[src/rtl/logic_shift_unit.sv]
// Logic/shift execution unit: single-cycle AND/OR/XOR/NOR and iterative SLL/SRL/SRA
// at up to STEP bit positions per cycle, with valid/ready handshakes on both sides.
module logic_shift_unit #(
    parameter int unsigned WIDTH = 32,
    parameter int unsigned STEP  = 4
) (
    input  logic             clk,
    input  logic             rst,
    input  logic             in_valid,
    output logic             in_ready,
    input  logic [WIDTH-1:0] A,
    input  logic [WIDTH-1:0] B,
    input  logic [2:0]       AluOp,
    output logic             out_valid,
    input  logic             out_ready,
    output logic [WIDTH-1:0] result,
    output logic             out_err
);

    localparam int unsigned     SHW     = $clog2(WIDTH);
    localparam logic [SHW-1:0]  StepAmt = SHW'(STEP);

    typedef enum logic [1:0] {StIdle, StShift, StDone} stateType;

    stateType         state;
    logic [WIDTH-1:0] acc;
    logic [SHW-1:0]   cnt;
    logic [1:0]       shiftOp;
    logic             fillBit;
    logic             errFlag;
    logic             inRdy;
    logic             outVld;

    logic [SHW-1:0]     stepAmt;
    logic [SHW-1:0]     cntNext;
    logic [2*WIDTH-1:0] fillWide;
    logic [WIDTH-1:0]   shifted;
    logic [WIDTH-1:0]   logicRes;

    always_comb begin
        stepAmt  = (cnt < StepAmt) ? cnt : StepAmt;
        cntNext  = cnt - stepAmt;
        // Arithmetic right shift pulls the latched sign of the original A into the top.
        fillWide = {{WIDTH{fillBit}}, acc} >> stepAmt;
        case (shiftOp)
            2'b00:   shifted = acc << stepAmt;
            2'b01:   shifted = acc >> stepAmt;
            default: shifted = fillWide[WIDTH-1:0];
        endcase
    end

    always_comb begin
        unique case (AluOp[1:0])
            2'b00: logicRes = A & B;
            2'b01: logicRes = A | B;
            2'b10: logicRes = A ^ B;
            2'b11: logicRes = ~(A | B);
        endcase
    end

    always_ff @(posedge clk) begin
        if (rst) begin
            state   <= StIdle;
            inRdy   <= 1'b1;
            outVld  <= 1'b0;
            acc     <= '0;
            cnt     <= '0;
            shiftOp <= 2'b00;
            fillBit <= 1'b0;
            errFlag <= 1'b0;
        end else begin
            case (state)
                StIdle: begin
                    if (in_valid) begin
                        inRdy   <= 1'b0;
                        errFlag <= 1'b0;
                        if (AluOp == 3'b111) begin
                            acc     <= '0;
                            errFlag <= 1'b1;
                            outVld  <= 1'b1;
                            state   <= StDone;
                        end else if (!AluOp[2]) begin
                            acc    <= logicRes;
                            outVld <= 1'b1;
                            state  <= StDone;
                        end else begin
                            acc     <= A;
                            cnt     <= B[SHW-1:0];
                            shiftOp <= AluOp[1:0];
                            fillBit <= A[WIDTH-1];
                            if (B[SHW-1:0] == '0) begin
                                outVld <= 1'b1;
                                state  <= StDone;
                            end else begin
                                state <= StShift;
                            end
                        end
                    end
                end
                StShift: begin
                    acc <= shifted;
                    cnt <= cntNext;
                    if (cntNext == '0) begin
                        outVld <= 1'b1;
                        state  <= StDone;
                    end
                end
                StDone: begin
                    if (out_ready) begin
                        outVld <= 1'b0;
                        inRdy  <= 1'b1;
                        state  <= StIdle;
                    end
                end
                default: begin
                    outVld <= 1'b0;
                    inRdy  <= 1'b1;
                    state  <= StIdle;
                end
            endcase
        end
    end

    assign in_ready  = inRdy;
    assign out_valid = outVld;
    assign result    = acc;
    assign out_err   = errFlag;

endmodule
[config.mk]
export PLATFORM = sky130hd
export DESIGN_NAME = logic_shift_unit
export DESIGN_NICKNAME = d
export VERILOG_FILES = /design/src/rtl/logic_shift_unit.sv
export SDC_FILE = /design/constraint.sdc
export NUM_CORES = 1
export LEC_CHECK = 0
export ABC_AREA = 1
export CORE_MARGIN = 2
export CORE_UTILIZATION = 45
export DETAILED_ROUTE_END_ITERATION = 7
export GPL_TIMING_DRIVEN = 0
export PLACE_DENSITY = 0.76
export SETUP_SLACK_MARGIN = 0.15
export SYNTH_ARGS = -nofsm -noshare
export SYNTH_HDL_FRONTEND = slang
export SYNTH_SLANG_ARGS = --single-unit
[constraint.sdc]
create_clock -name clk -period 3.4 [get_ports clk]
set_clock_uncertainty 0.15 [all_clocks]
set_input_delay 0.51 -clock clk [delete_from_list [all_inputs] [get_ports clk]]
set_output_delay 0.51 -clock clk [all_outputs]
set_load 0.005 [all_outputs]
# [Yosys cells after proc, flatten, opt, wreduce, memory -nomap -nowiden]
# Cells that the tools add are included.
[classes] add_sub_neg=1 order_cmp=1 n_eq_ne=13 shifts=3 n_mux=29 n_bitwise=6 n_reduce_logical=13
[op_table] operator="32-bit case mux with 2 select lines" count=2
[op_table] operator="32-bit case mux with 4 select lines" count=1
[op_table] operator="32-bit 2-to-1 mux" count=3
[op_table] operator="64-bit by 5-bit >> shifter with 32-bit output" count=1
[op_table] operator="32-bit bitwise AND" count=1
[op_table] operator="32-bit inverter" count=1
[op_table] operator="32-bit bitwise OR" count=1
[op_table] operator="32-bit by 5-bit left shift with 32-bit output" count=1
[op_table] operator="32-bit by 5-bit >> shifter with 32-bit output" count=1
[op_table] operator="32-bit XOR" count=1
[op_table] operator="5-bit 2-to-1 mux" count=4
[op_table] operator="2-bit 2-to-1 mux" count=6
[op_table] operator="4-bit AND reduction" count=3
[op_table] operator="5-bit logical NOT" count=2
[op_table] operator="2-bit inequality test (second input constant)" count=5
[op_table] operator="5-bit case mux with 2 select lines" count=1
[op_table] operator="1-bit 2-to-1 mux" count=9
[op_table] operator="2-bit by 1-bit equality test with 1-bit output (second input constant)" count=3
[op_table] operator="2-bit equality test (second input constant)" count=3
[op_table] operator="2-bit logical NOT" count=3
[op_table] operator="1-bit case mux with 3 select lines" count=2
[op_table] operator="2-bit case mux with 3 select lines" count=1
[op_table] operator="3-bit AND reduction" count=2
[op_table] operator="5-bit by 3-bit < comparator with 1-bit output (second input constant)" count=1
[op_table] operator="6 further kinds" count=8
[totals] reg_bits=45 in_bits=71 output_inout_bits=35 word_cells=74

# [Longest topological paths before layout]
[logic_depth] depth_word=7 ltp_mapped=14 ltp_nobuf=14

# [Least setup slack after synthesis]
# OpenSTA, ideal clock, no wires.
[synth_timing] path_type="input to register" start="input AluOp[0]" end="register acc[12], in the netlist result[12]" setup_time_ps=117 arrival_ps=1577 required_time_ps=3133 setup_slack_ps=1555 cell_stages=11 path_buffers=2 path_cell_list="buf_2 > clkbuf_1 > nand2_1 > xor2_1 > nand2_1 > o211ai_1 > nand2_1 > nand2_1 > nand3_1 > nor2_1 > nor2_1"
[synth_via] elab_chain_len=6 word_cells_on_any_way=10
[synth_rtl] item="start, declared" line="13" rtl="input logic [2:0] AluOp,"
[synth_rtl] item="2-bit equality test, or another cell as far along" line="53" rtl="unique case (AluOp[1:0])"
[synth_rtl] item="32-bit case mux with 4 select lines" line="53"
[synth_rtl] item="32-bit 2-to-1 mux" line="82" rtl="end else if (!AluOp[2]) begin"
[synth_rtl] item="32-bit 2-to-1 mux *" line="77" rtl="if (AluOp == 3'b111) begin"
[synth_rtl] item="32-bit 2-to-1 mux *" line="74" rtl="if (in_valid) begin"
[synth_rtl] item="32-bit case mux with 2 select lines *" line="72" rtl="case (state)"
[synth_rtl] item="end signal, assigned" line="83" rtl="acc <= logicRes;"
[synth_rtl] item="end signal, assigned" line="101" rtl="acc <= shifted;"
[synth_rtl] item="end, declared" line="26" rtl="logic [WIDTH-1:0] acc;"
# Mark *: on every way between the ends. The rest lies on a longest branch, timed or not. The select of a mux whose other input is x is not followed.
# A chain may end at the register's enable or synchronous reset.

# [Worst setup path after layout]
[layout_timing] start="input AluOp[2]" end="register acc[2], in the netlist result[2]"
[layout_via] elab_chain_len=4 word_cells_on_any_way=5
[layout_rtl] item="3-bit equality test or 32-bit 2-to-1 mux (tied branches)" line="77, 82"
[layout_rtl] item="32-bit 2-to-1 mux *" line="77"
[layout_rtl] item="32-bit 2-to-1 mux *" line="74"
[layout_rtl] item="32-bit case mux with 2 select lines *" line="72"
# Marked as above.

==> summary.txt <==
Run status
  – Status: complete, no violations

Synthesis
  – Synth top area share: 0.2097
  – Adder-cell share of the synthesized area: 0.1291
  – Syn avg cell area: 5.707 um^2
  – Async set-reset flop share out of synthesis: 0
  – Largest family of logic cells by synthesized area: simple AND/OR/NAND/NOR gates
  – Synth Area in XOR/XNOR: 0.02780
  – Yosys reg bits: 45
  – Sequential area share after synthesis: 0.1430
  – Main synth FF type: dfxtp_1
  – Post-Synth Simple-Gate Area: 0.4686
  – Post-synthesis compound-gate area fraction: 0.1187
  – Post-synthesis mux area share: 0
  – Yosys cell types: 30
  – Cell taking the most area after synthesis: nand3_1
  – Post-Syn Nets: 1240
  – Post-synthesis instance total: 1104
  – Synthesized area: 0.006301 mm^2
  – Largest cells by area after synthesis: nand3_1 (21%), nand2_1 (18%), dfxtp_1 (14%)
  – Synth Warn #: 0
  – EDFF count, synth: 0

Finish
  – Diodes inserted: 0
  – FILL cells: 1444
  – Area added between synthesis and finish: 23.11%
  – Register area: 900.9 um^2
  – Multi-input logic area: 0.004693 mm^2
  – Share of post-route cells with drive strength above 1: 0.05839
  – Nets: 1351
  – Core Util, Final: 0.5632

Detailed routing
  – DRT iter0 DRCs: 1077
  – Antenna-violating nets left: 0
  – Drt pass-1 iters: 8
  – Wirelength per Cell: 17.31 um
  – Via density: 5.692
  – Via count: 7946
  – Drt total wl: 24.16 mm
  – DRC Markers: 0

Power
  – Sw Ratio: 0.5183
  – Tot Pwr: 0.004873 W
  – Leakage Power: 3.808 nW
  – Sw power: 0.002526 W
  – P per Cell Area: 628.2 mW/mm^2
  – Combinational share of power: 0.660
  – Clock power frac: 0.134
  – Flop pwr share: 0.207
  – Peak VDD IR: 0.5729 mV
  – P_int: 0.002347 W

Floorplanning
  – Die W: 122.3 um
  – Top Ports: 106
  – Initial Util: 0.4575
  – Die Y: 122.3 um
  – Die footprint: 0.01496 mm^2
  – Core ar.: 0.01377 mm^2
  – Cell Rows: 43

STA
  – Slew headroom: 0.5812
  – Hold slack: 0.3329 ns
  – Post-route setup TNS: 0 ns
  – RSZ-0062 raised after global routing: no
  – Fin. max-slew vios: 0
  – Fmax: 412.1 MHz
  – Final hold violations: 0
  – Least-Margin Pin Slew: 0.6282 ns
  – Fin crit share: 0.7138
  – Final setup violation count: 0
  – Tmin final: 2.427 ns

Setup path
  – Cell Chain, Critical Path: clkdlybuf4s50_1 > inv_1 > a21oi_1 > clkbuf_1 > nand2_1 > a21oi_1 > nor3_1 > nor2_1
  – CP Class: in2reg
  – Most Frequent Cell on Critical Path: a21oi_1
  – Worst endpoint data arrival time: 2.51 ns
  – CP max FO: 10
  – CP max stage cell: clkdlybuf4s50_1
  – CP endpoint kind: flop
  – CP required: 3.48 ns
  – Critical path's top delay family: buffers and inverters
  – Worst path bufs/invs: 3
  – CP peak stage delay: 0.55 ns
  – CP Launch Type: primary input

Global routing
  – Number of global-route vias before repair: 7382
  – GRT overflow: 0
  – First-pass GRT wire length: 38.79 mm
  – Global-route usage over all layers: 0.3290
  – Initial antenna violation count: 0
  – Largest net degree at the start of global routing: 15

Job
  – Max Cap Violations: 0

Place
  – # port buffers: 104
  – Dpl hpwl: 18.60 mm
  – GP Congestion: 0.9952

Clock tree
  – Deepest clock path buffer count: 2
  – CTS-repair resized insts: 0
  – Clk pin slew, worst setup/hold paths: 0.07 ns
  – Post-CTS Setup Inserts: 0
  – Clock root buffer: clkbuf_16
  – Clk Latency, worst-skew pair: 0.30 ns
  – CTS sink count: 45
  – Total CTS buffers: 5
  – Hold-fix buffers, CTS: 0
  – CTS H-tree depth: 2
  – CTS tree: built

Hold path
  – Worst hold path type: reg2reg
power by group through the flow:
stage / Combinational, W / Clock (W) / Sequential (W)
4_1_cts: 0.00313 / 0.000655 / 0.000998
2_1_floorplan: 0.00201 / 0 / 0.000946
3_3_place_gp: 0.00309 / 0 / 0.00101
5_1_grt: 0.00357 / 0.000673 / 0.00103
3_5_place_dp: 0.00311 / 0 / 0.00101
6_report: 0.00321 / 0.000652 / 0.00101
final cells by class:
| type | count | area share |
|---|---|---|
| buffer | 62 | 0.04226 |
| clock buffer | 5 | 0.01613 |
| clock inverter | 3 | 0.008387 |
| inverter | 101 | 0.04887 |
| multi-input combinational | 896 | 0.6050 |
| sequential | 45 | 0.1161 |
| tap | 180 | 0.02903 |
| timing repair buffer | 104 | 0.1342 |
kinds of logic (layout without fill, tap and decap cells):
| kind of cell | after synthesis | after routing |
|---|---|---|
| other | 1 | 1 |
| adder cells (fa/ha/maj) | 65 | 65 |
| buffers and inverters | 163 | 275 |
| flip-flops | 45 | 45 |
| AO/OA/AOI/OAI | 132 | 132 |
| XOR/XNOR | 20 | 20 |
| AND/OR/NAND/NOR | 678 | 678 |
state kept, by name, summed over array words and instances (netlist names):
register	flops
out_err	1
state	2
out_valid	1
fillBit	1
in_ready	1
shiftOp	2
result	32
cnt	5
worst register-to-register path, delay by kind of cell (launching register included):
family	cells	cell delay, ns
simple gates	6	0.74
buf+inv	3	0.72
flops	1	0.53
layer usage:
| layer | routed length, um | track usage | part of all wire | vias up |
|---|---|---|---|---|
| li1 | - | - | - | 3886 |
| met1 | 10710 | 0.4601 | 0.44 | 3550 |
| met2 | 10240 | 0.5066 | 0.42 | 434 |
| met3 | 2249 | 0.05437 | 0.093 | 76 |
| met4 | 964 | 0.1207 | 0.040 | 0 |
| met5 | 0 | 0 | 0 | - |
synthesized netlist by cell type, types with 2 or more instances:
cell type	instances
o21ai_1	3
o21ai_0	59
dfxtp_1	45
buf_2	28
xor2_1	20
a221oi_1	2
nor2_1	88
nand3b_1	3
nor2_2	4
nor3_1	5
nand2_2	3
ha_1	65
buf_6	4
buf_4	8
o211ai_1	24
nor2_4	4
nand2_1	304
clkbuf_1	20
inv_1	90
inv_2	11
a31oi_1	3
o22ai_1	11
nand3_1	264
buf_1	2
a21oi_1	29
layout by cell type, fill, tap and decap left out, types with 4 or more instances in the layout:
cell	synthesis	final
nand2_1	304	304
nand3_1	264	264
clkdlybuf4s50_1	0	104
inv_1	90	90
nor2_1	88	88
ha_1	65	65
o21ai_0	59	59
dfxtp_1	45	45
a21oi_1	29	29
buf_2	28	28
o211ai_1	24	24
clkbuf_1	20	20
xor2_1	20	20
inv_2	11	11
o22ai_1	11	11
buf_4	8	8
nor3_1	5	5
clkbuf_16	0	5
nor2_2	4	4
nor2_4	4	4
buf_6	4	4
final timing paths:
check | end | slack, ns | start | cells past startpoint
worst max-delay path | result[2] | 0.97 | AluOp[2] | 8
worst min-delay path | out_valid | 0.33 | out_valid | 2
worst max register to register | result[23] | 1.16 | cnt[1] | 9
worst min register to register | out_valid | 0.33 | out_valid | 2
through the flow:
| step | cells | area (um^2) | worst slack [ns] |
|---|---|---|---|
| finish | 1396 | 7757 | 0.9732 |
| global route | 1396 | 7757 | 0.7670 |
| CTS | 1396 | 7757 | 1.007 |
| detailed placement | 1388 | 7567 | 0.7166 |
| global placement | 1388 | 7567 | 0.7194 |
| floorplan | 1104 | 6301 | 1.555 |
Note: power is estimated with default switching activity, not from simulation.
